--- src/rtl/noc_spine_pkg.sv ---
// Shared definitions for the spine link endpoint: header field geometry and endpoint FSM states.
package noc_spine_pkg;

   localparam int DEST_ADDR_W = 6;
   localparam int GROUP_W     = 4;

   // Header fields are MSB-aligned; offsets count down from flit[DWIDTH-1].
   localparam int DEST_ADDR_MSB_OFS = 0;
   localparam int GROUP_MSB_OFS     = 0;

   typedef enum logic [1:0] {
      IDLE = 2'd0,
      SEND = 2'd1,
      HOLD = 2'd2
   } ep_state_t;

endpackage

--- src/rtl/spine_sync_fifo.sv ---
// Pointer/count based synchronous FIFO with a combinational head view.
// A push on a full FIFO is only honoured when a pop happens in the same cycle.
module spine_sync_fifo #(
   parameter int DWIDTH = 16,
   parameter int DEPTH  = 8
) (
   input  logic              clk,
   input  logic              rst_n,
   input  logic              clr,
   input  logic              push,
   input  logic [DWIDTH-1:0] push_data,
   input  logic              pop,
   output logic [DWIDTH-1:0] head_data,
   output logic              full,
   output logic              empty
);

   localparam int            AW       = $clog2(DEPTH);
   localparam logic [AW:0]   FULL_CNT = (AW+1)'(DEPTH);

   logic [DWIDTH-1:0] mem [DEPTH];
   logic [AW-1:0]     wr_ptr_reg;
   logic [AW-1:0]     rd_ptr_reg;
   logic [AW:0]       count_reg;
   logic              do_push;
   logic              do_pop;

   assign empty   = (count_reg == '0);
   assign full    = (count_reg == FULL_CNT);
   assign do_pop  = pop && !clr && !empty;
   assign do_push = push && !clr && (!full || do_pop);

   always_ff @(posedge clk or negedge rst_n) begin
      if (!rst_n) begin
         wr_ptr_reg <= '0;
         rd_ptr_reg <= '0;
         count_reg  <= '0;
      end else if (clr) begin
         wr_ptr_reg <= '0;
         rd_ptr_reg <= '0;
         count_reg  <= '0;
      end else begin
         if (do_push) begin
            wr_ptr_reg <= wr_ptr_reg + AW'(1);
         end
         if (do_pop) begin
            rd_ptr_reg <= rd_ptr_reg + AW'(1);
         end
         case ({do_push, do_pop})
            2'b10:   count_reg <= count_reg + (AW+1)'(1);
            2'b01:   count_reg <= count_reg - (AW+1)'(1);
            default: count_reg <= count_reg;
         endcase
      end
   end

   // Storage carries no reset so it maps onto plain RAM.
   always_ff @(posedge clk) begin
      if (do_push) begin
         mem[wr_ptr_reg] <= push_data;
      end
   end

   assign head_data = mem[rd_ptr_reg];

endmodule

--- src/rtl/spine_link_endpoint.sv ---
// Spine-switch side of a spineN3 link: misroute filter, overflow-accounted FIFO and re-drive FSM.
// Optional SPINE_LINK_STATS_EN adds fwd_count and peak_occupancy outputs.
module spine_link_endpoint
   import noc_spine_pkg::*;
#(
   parameter int                 DWIDTH       = 16,
   parameter int                 DEPTH        = 8,
   parameter logic [GROUP_W-1:0] SRC_GROUP_ID = 4'b0010
) (
   input  logic                   ACLK,
   input  logic                   ARESETn,
   input  logic [DWIDTH-1:0]      rx_data,
   input  logic                   rx_valid,
   output logic [DWIDTH-1:0]      tx_data,
   output logic                   tx_valid,
   output logic [DEST_ADDR_W-1:0] tx_dest_addr,
   input  logic                   tx_hold,
   input  logic                   flush,
   output logic                   fifo_full,
   output logic                   fifo_empty,
   output logic [7:0]             drop_count,
   output logic [7:0]             misroute_count
`ifdef SPINE_LINK_STATS_EN
   ,
   output logic [15:0]            fwd_count,
   output logic [$clog2(DEPTH):0] peak_occupancy
`endif
);

   localparam int CW = $clog2(DEPTH) + 1;

   ep_state_t          state_reg;
   ep_state_t          state_next;
   logic               pop;
   logic [GROUP_W-1:0] rx_group;
   logic               rx_live;
   logic               rx_misroute;
   logic               rx_accept;
   logic               rx_overflow;
   logic [DWIDTH-1:0]  head_data;
   logic [DWIDTH-1:0]  tx_data_reg;
   logic               tx_valid_reg;
   logic [7:0]         drop_count_reg;
   logic [7:0]         misroute_count_reg;

   // A flit arriving during flush is dropped silently: neither stored nor counted.
   assign rx_group    = rx_data[DWIDTH-1-GROUP_MSB_OFS -: GROUP_W];
   assign rx_live     = rx_valid && !flush;
   assign rx_misroute = rx_live && (rx_group == SRC_GROUP_ID);
   assign rx_accept   = rx_live && !rx_misroute && (!fifo_full || pop);
   assign rx_overflow = rx_live && !rx_misroute && fifo_full && !pop;

   spine_sync_fifo #(
      .DWIDTH (DWIDTH),
      .DEPTH  (DEPTH)
   ) u_fifo (
      .clk       (ACLK),
      .rst_n     (ARESETn),
      .clr       (flush),
      .push      (rx_accept),
      .push_data (rx_data),
      .pop       (pop),
      .head_data (head_data),
      .full      (fifo_full),
      .empty     (fifo_empty)
   );

   always_comb begin
      state_next = state_reg;
      pop        = 1'b0;
      if (flush) begin
         state_next = IDLE;
      end else begin
         case (state_reg)
            IDLE: begin
               if (!fifo_empty) begin
                  if (!tx_hold) begin
                     pop        = 1'b1;
                     state_next = SEND;
                  end else begin
                     state_next = HOLD;
                  end
               end
            end
            SEND: begin
               if (fifo_empty) begin
                  state_next = IDLE;
               end else if (tx_hold) begin
                  state_next = HOLD;
               end else begin
                  pop = 1'b1;
               end
            end
            HOLD: begin
               if (fifo_empty) begin
                  state_next = IDLE;
               end else if (!tx_hold) begin
                  pop        = 1'b1;
                  state_next = SEND;
               end
            end
            default: state_next = IDLE;
         endcase
      end
   end

   // The popped head is captured directly, giving one registered cycle of latency.
   always_ff @(posedge ACLK or negedge ARESETn) begin
      if (!ARESETn) begin
         state_reg    <= IDLE;
         tx_valid_reg <= 1'b0;
         tx_data_reg  <= '0;
      end else begin
         state_reg    <= state_next;
         tx_valid_reg <= pop;
         if (pop) begin
            tx_data_reg <= head_data;
         end
      end
   end

   always_ff @(posedge ACLK or negedge ARESETn) begin
      if (!ARESETn) begin
         drop_count_reg     <= '0;
         misroute_count_reg <= '0;
      end else begin
         if (rx_overflow && (drop_count_reg != 8'hFF)) begin
            drop_count_reg <= drop_count_reg + 8'd1;
         end
         if (rx_misroute && (misroute_count_reg != 8'hFF)) begin
            misroute_count_reg <= misroute_count_reg + 8'd1;
         end
      end
   end

   assign tx_data        = tx_data_reg;
   assign tx_valid       = tx_valid_reg;
   assign tx_dest_addr   = tx_data_reg[DWIDTH-1-DEST_ADDR_MSB_OFS -: DEST_ADDR_W];
   assign drop_count     = drop_count_reg;
   assign misroute_count = misroute_count_reg;

`ifdef SPINE_LINK_STATS_EN
   // Occupancy shadow follows the same push/pop decisions the FIFO acts on.
   logic [CW-1:0] occ_reg;
   logic [CW-1:0] occ_next;
   logic [CW-1:0] peak_reg;
   logic [15:0]   fwd_count_reg;

   always_comb begin
      occ_next = occ_reg;
      if (rx_accept && !pop) begin
         occ_next = occ_reg + CW'(1);
      end else if (pop && !rx_accept) begin
         occ_next = occ_reg - CW'(1);
      end
   end

   always_ff @(posedge ACLK or negedge ARESETn) begin
      if (!ARESETn) begin
         occ_reg       <= '0;
         peak_reg      <= '0;
         fwd_count_reg <= '0;
      end else if (flush) begin
         occ_reg       <= '0;
         peak_reg      <= '0;
         fwd_count_reg <= '0;
      end else begin
         occ_reg <= occ_next;
         if (occ_next > peak_reg) begin
            peak_reg <= occ_next;
         end
         if (pop) begin
            fwd_count_reg <= fwd_count_reg + 16'd1;
         end
      end
   end

   assign fwd_count      = fwd_count_reg;
   assign peak_occupancy = peak_reg;
`endif

endmodule

--- config.mk ---
export PLATFORM = sky130hd
export DESIGN_NAME = spine_link_endpoint
export DESIGN_NICKNAME = d
export VERILOG_FILES = /design/src/rtl/noc_spine_pkg.sv /design/src/rtl/spine_sync_fifo.sv /design/src/rtl/spine_link_endpoint.sv
export SDC_FILE = /design/constraint.sdc
export NUM_CORES = 1
export LEC_CHECK = 0
export CAP_MARGIN = 20
export CORE_ASPECT_RATIO = 0.6
export CORE_MARGIN = 2
export CORE_UTILIZATION = 40
export CTS_BUF_LIST = sky130_fd_sc_hd__clkbuf_8 sky130_fd_sc_hd__clkbuf_16
export DETAILED_ROUTE_END_ITERATION = 10
export SLEW_MARGIN = 30
export SYNTH_ARGS = -nofsm -noshare
export SYNTH_HDL_FRONTEND = slang
export SYNTH_SLANG_ARGS = --single-unit
--- constraint.sdc ---
create_clock -name ACLK -period 2.8 [get_ports ACLK]
set_clock_uncertainty 0.1 [all_clocks]
set_input_delay 0.56 -clock ACLK [delete_from_list [all_inputs] [get_ports ACLK]]
set_output_delay 0.56 -clock ACLK [all_outputs]
set_load 0.01 [all_outputs]
# Yosys cells after proc, flatten, opt, wreduce, memory -nomap -nowiden
# Memory sizes are Yosys's and may differ from the RTL's. A register that Yosys moved wholly into a read port is not among the register bits.
# Cells that the tools add are included.
[word_totals]
mem_count = 1
reg_bits = 29
in_bits = 21
latchBits = 0
out_inout_bits = 41
rom_bits = 0
mem_bits_rw = 128
[memory_table]
columns = ["name", "depth", "width", "rd", "rd_ports_with_merged_regs", "write_ports", "line_no", "rtl"]
rows = [
  ["u_fifo.mem", 8, 16, 1, 1, 1, "spine_sync_fifo.sv:21", "logic [DWIDTH-1:0] mem [DEPTH];"],
]
[classes]
order_cmp = 0
multipliers = 0
n_mux = 20
n_reduce_logical = 27
n_shift = 0
n_eq_ne = 11
div = 0
bitwise = 0
addsub = 6
[ops]
columns = ["op", "count"]
rows = [
  ["8-bit by 1-bit adder with 8-bit output (second input constant)", 2],
  ["8-bit inequality test (second input constant)", 2],
  ["2-bit two-way mux", 7],
  ["1-bit logical AND", 12],
  ["3-bit two-way mux", 4],
  ["4-bit inequality test (second input constant)", 2],
  ["4-bit case mux with 2 select lines", 1],
  ["3-bit by 1-bit adder with 3-bit output (second input constant)", 2],
  ["1-bit logical NOT", 6],
  ["1-bit two-way mux", 6],
  ["2-bit case mux with 3 select lines", 1],
  ["4-bit by 1-bit adder with 4-bit output (second input constant)", 1],
  ["2-bit by 1-bit == test with 1-bit output (second input constant)", 2],
  ["2-bit == test (second input constant)", 2],
  ["4-bit by 2-bit == test with 1-bit output (second input constant)", 1],
  ["4-bit == test (second input constant)", 1],
  ["4-bit logical NOT", 1],
  ["4-bit two-way mux", 1],
  ["2-bit nonzero test", 2],
  ["4-bit by 1-bit subtractor with 4-bit output (second input constant)", 1],
  ["3-bit inequality test (second input constant)", 1],
  ["3-bit AND reduction", 1],
  ["3-bit nonzero test", 1],
  ["3-bit OR reduction", 1],
  ["2 further kinds", 3],
]

# Depth between registers and ports, before layout
# Gate-level depths: netlist (run 1).
[logic_depth]
depth_word = 11
depth_mapped = 9
ltp_nobuf = 8

# Cells and area by module
# A second synthesis (run 1) with hierarchy kept.
[hier_totals]
hier_cells = 394
hier_area_um2 = 7124.3
[by_module_without_submodules]
columns = ["mod", "seq_area_each_um2", "cells_each", "instances", "area_each_um2"]
rows = [
  ["spine_sync_fifo", 4093.9, 268, 1, 5517.8],
  ["spine_link_endpoint", 875.8, 126, 1, 1606.5],
]

# Worst setup path after synthesis (run 1)
# No wires, ideal clock.
[synth_timing]
path_type = "input -> register"
startpoint = "in tx_hold"
endpoint = "mem u_fifo.mem[0][0], enable pin"
setup_ps = 409
setup_slack_ps = -239
n_path_buf = 0
arrival_ps = 2530
path_stages = 4
required_time_ps = 2291
path_cell_list = "a211o_1 > a211oi_2 > nand2b_1 > nor3_1"
[synth_between]
elab_chain_cells = 10
[synth_rtl]
columns = ["element", "line_no", "rtl"]
rows = [
  ["start, declared", "spine_link_endpoint.sv:17", "input logic tx_hold,"],
  ["1-bit two-way mux (*)", "spine_link_endpoint.sv:77, spine_link_endpoint.sv:88, spine_link_endpoint.sv:97", ""],
  ["1-bit two-way mux (*)", "spine_link_endpoint.sv:86", "if (fifo_empty) begin"],
  ["1-bit two-way mux (*)", "n/a", ""],
  ["1-bit two-way mux (*)", "spine_link_endpoint.sv:71", "if (flush) begin"],
  ["1-bit logical OR or 1-bit logical AND (tied branches)", "spine_link_endpoint.sv:50, spine_sync_fifo.sv:30", ""],
  ["1-bit logical AND (on tied branches)", "spine_link_endpoint.sv:50, spine_sync_fifo.sv:30", ""],
  ["1-bit logical AND or 1-bit logical OR (tied branches)", "spine_sync_fifo.sv:31", "assign do_push = push && !clr && (!full || do_pop);"],
  ["1-bit logical AND (*)", "spine_sync_fifo.sv:31", ""],
  ["1-bit two-way mux (*)", "spine_sync_fifo.sv:59", "if (do_push) begin"],
  ["1-bit two-way mux (implied by the code) (*)", "spine_sync_fifo.sv:60", "mem[wr_ptr_reg] <= push_data;"],
  ["end, declared", "spine_sync_fifo.sv:21", ""],
]
# Mark *: on every way between the ends. The rest lies on a longest branch, timed or not.

# Worst setup path after layout (run 1)
[layout_timing]
startpoint = "reg u_fifo.count_reg[0]"
endpoint = "out fifo_empty"
[layout_between]
elab_chain_cells = 1
[layout_rtl]
columns = ["element", "line_no", "rtl"]
rows = [
  ["start, declared", "spine_sync_fifo.sv:24", "logic [AW:0] count_reg;"],
  ["start signal, assigned", "spine_sync_fifo.sv:50", "2'b10: count_reg <= count_reg + (AW+1)'(1);"],
  ["start signal, assigned", "spine_sync_fifo.sv:51", "2'b01: count_reg <= count_reg - (AW+1)'(1);"],
  ["start signal, assigned", "spine_sync_fifo.sv:52", "default: count_reg <= count_reg;"],
  ["4-bit logical NOT", "spine_sync_fifo.sv:28", "assign empty = (count_reg == '0);"],
  ["end, declared", "spine_link_endpoint.sv:20", "output logic fifo_empty,"],
]
# Every way passes these cells.

==> results.sh, run 1 <==
export IMPL_run_status="complete, but fails checks"
export IMPL_violations="negative hold slack"
export IMPL_synth_edf_count=128
export IMPL_finalCritPeriodShare_pct=97.6
export IMPL_setup_slack_ps=65.9
export IMPL_die_w_um=174
export IMPL_yosys_area_top_type_share_pct=55.5
export IMPL_max_cap_violations=0
export IMPL_min_path_type="in -> async"
export IMPL_cts_tree="done"
export IMPL_setup_viol=0
export IMPL_yosysTopAreaCell="edfxtp_1"
export IMPL_synth_distinct_cells=43
export IMPL_critPathKind="reg -> out"
export IMPL_clock_power_share_pct=33.1
export IMPL_wirelength_mm=14.7
export IMPL_syn_to_final_growth_pct=26.2
export IMPL_drt_iter0_drc=260
export IMPL_grt_first_pass_wirelength_mm=22.9
export IMPL_period_minus_slack_ps=2730
export IMPL_place_area_um2=8110
export IMPL_synth_common_cells="edfxtp_1 (128), dfrtp_1 (45), mux4_2 (32)"
export IMPL_cp_start_kind="flip-flop"
export IMPL_cp_max_fo=4
export IMPL_ys_seq_elements=173
export IMPL_worstPathArrival_ps=2070
export IMPL_fin_hold_ws_ps=-0.747
export IMPL_io_buffers=61
export IMPL_crit_path_end_kind="primary output"
export IMPL_first_pass_iters=4
export IMPL_drive_gt1_share_pct=24.4
export IMPL_gr_total_overflow=0
export IMPL_irDropWorstVdd_v=0.000362
export IMPL_drc=0
export IMPL_rsz0062_at_grt="no"
export IMPL_die_h_um=106
export IMPL_synth_main_ff_cell="edfxtp_1"
export IMPL_num_rows=37
export IMPL_fin_nets=515
export IMPL_finalHoldViolCount=3
export IMPL_ctsLongestPathBuffers=2
export IMPL_slew_headroom_pct=64.4
export IMPL_ys_seq_area_share_pct=71.7
export IMPL_core_um2=17000
export IMPL_largest_reg_flops=128
export IMPL_final_area_um2=8740
export IMPL_antennaDiodeCount=0
export IMPL_p_total_uw=7010
export IMPL_comb_power_share_pct=21.6
export IMPL_powerDensity_nw_per_um2=802
export IMPL_power_switching_share_pct=28.3
export IMPL_internal_power_uw=5030
export IMPL_detail_route_antenna_nets=0
export IMPL_clk_pin_slew_ps=70
export IMPL_sequentialPowerShare_pct=45.3
export IMPL_power_switching_uw=1980
export IMPL_cp_required_ps=2140
export IMPL_dp_hpwl_mm=9.71
export IMPL_async_reset_ff_share_pct=26.0
export IMPL_clkSinkCount=173
export IMPL_die_area_um2=18400
export IMPL_grtUsageTotal_pct=17.2
export IMPL_via_per_inst=5.09
export IMPL_grt_antenna_before_repair=0
export IMPL_yosysMostFrequentCell="edfxtp_1"
export IMPL_cts_made_buffers=17
export IMPL_initial_utilization_pct=40.7
export IMPL_gp_congestion=0.824
export IMPL_wl_per_cell_um=20.1
export IMPL_grt_pass1_vias=3844
export IMPL_yosys_warnings=0
export IMPL_io_pins=62
export IMPL_p_leak_uw=0.00310
export IMPL_vias=3739
export IMPL_dp_slack_ps=-236
export IMPL_avgSynthCellArea_um2=17.9
export IMPL_cts_root_buf="clkbuf_16"
export IMPL_report_final_slew_viol_count=0
export IMPL_reg2regPathDepth=9
export IMPL_syn_inst=388
export IMPL_netlist_area_um2=6930
export IMPL_synthTopCellsByArea="edfxtp_1 (55%), dfrtp_1 (16%), mux4_2 (10%), mux2i_1 (3.0%), nand2_1 (1.6%)"
export IMPL_grt_max_degree=28
export IMPL_htree_levels=4
export IMPL_mappedNetlistNets=416
export IMPL_clk_latency_ps=430
export IMPL_tightestPinTransition_ps=534
export IMPL_max_freq_mhz=366
-- metrics by stage --
stage	hold WS, ps	TNS, ps	utilization [%]	cells
finish	-0.747	0	51.3	734
global route	10.1	0	51.3	734
CTS	4.40	0	51.3	733
detailed placement	376	-1060	47.6	698
global placement	366	-477	47.6	698
floorplan	164	0	-	388
-- critical path, stage by stage (launching register included) --
cell,delay (ps)
dfrtp_2,450
or4_4,570
clkinv_2,90
clkdlybuf4s50_1,530
-- what timing repair did --
action                                  CTS  global route
hold buffers                              0             0
endpoints found under the setup margin    1             1
resized for setup                         3             0
setup buffers                             3             1
pin swaps                                 0             1
-- cell families (layout without fill, tap and decap cells) --
| logic type | count (synthesis) | in the layout | synth area share (%) |
|---|---|---|---|
| buffers and inverters | 25 | 137 | 1.88 |
| and+or+nand+nor | 81 | 81 | 6.03 |
| muxes | 56 | 56 | 14.0 |
| DFF | 173 | 173 | 71.7 |
| adders and majority gates | 7 | 7 | 1.37 |
| AOI/OAI and AO/OA | 29 | 29 | 2.85 |
| xor gates and xnor gates | 17 | 17 | 2.15 |
-- power groups by stage --
| stage | clock (uW) | sequential, uW | combinational, uW |
|---|---|---|---|
| detailed placement | 0 | 3240 | 1450 |
| finish | 2320 | 3180 | 1510 |
| floorplan | 0 | 3230 | 770 |
| CTS | 2380 | 3180 | 1510 |
| global placement | 0 | 3230 | 1430 |
| global route | 2480 | 3220 | 1640 |
-- final cells by class --
| cell class | instances | area, um2 |
|---|---|---|
| clock buffer | 17 | 425 |
| sequential | 173 | 4970 |
| inverter | 3 | 12.5 |
| tap | 234 | 293 |
| fill | 1412 | 8290 |
| timing repair buffer | 102 | 1030 |
| clock inverter | 15 | 170 |
| multi-input combinational | 190 | 1840 |
-- cells in the final DEF, fill, tap and decap left out, types with 3 or more instances in the layout --
| master | n |
|---|---|
| xor2_1 | 9 |
| nand2b_1 | 10 |
| xnor2_1 | 8 |
| edfxtp_1 | 128 |
| buf_4 | 32 |
| clkinv_8 | 5 |
| dfrtp_2 | 3 |
| dfrtp_1 | 42 |
| ha_1 | 6 |
| o21ai_0 | 16 |
| a21oi_1 | 4 |
| mux4_2 | 32 |
| nand2_1 | 29 |
| nand3_1 | 9 |
| nor4_1 | 3 |
| nor2_1 | 12 |
| mux2i_1 | 21 |
| inv_6 | 7 |
| nor3_1 | 3 |
| buf_12 | 9 |
| clkdlybuf4s50_1 | 60 |
| clkbuf_16 | 17 |
-- per-layer routing --
metal,vias up,global-route usage [%],routed length [um]
li1,1702,-,-
met1,1937,26.2,7430
met2,90,24.5,6620
met3,10,4.22,591
met4,0,4.80,84
met5,-,0,0
-- path summary, 6_finish.rpt --
check	from	slack, ps	end
worst max-delay path	u_fifo.count_reg[0]	70	fifo_empty
worst min-delay path	ARESETn	-0.7	drop_count[7]
worst max register to register	u_fifo.count_reg[0]	360	u_fifo.count_reg[3]
worst min register to register	tx_data[4]	380	tx_data[4]
max in group asynchronous	ARESETn	2060	u_fifo.rd_ptr_reg[0]
min in group ACLK	tx_data[4]	380	tx_data[4]
(Power assumes the default switching activity.)
==> inputs of run 2 (changes only) <==
CTS_BUF_LIST = default   (was sky130_fd_sc_hd__clkbuf_8 sky130_fd_sc_hd__clkbuf_16)
==> results of run 2 <==
Same layout as run 1: the final DEF is identical, and so are final timing and power.
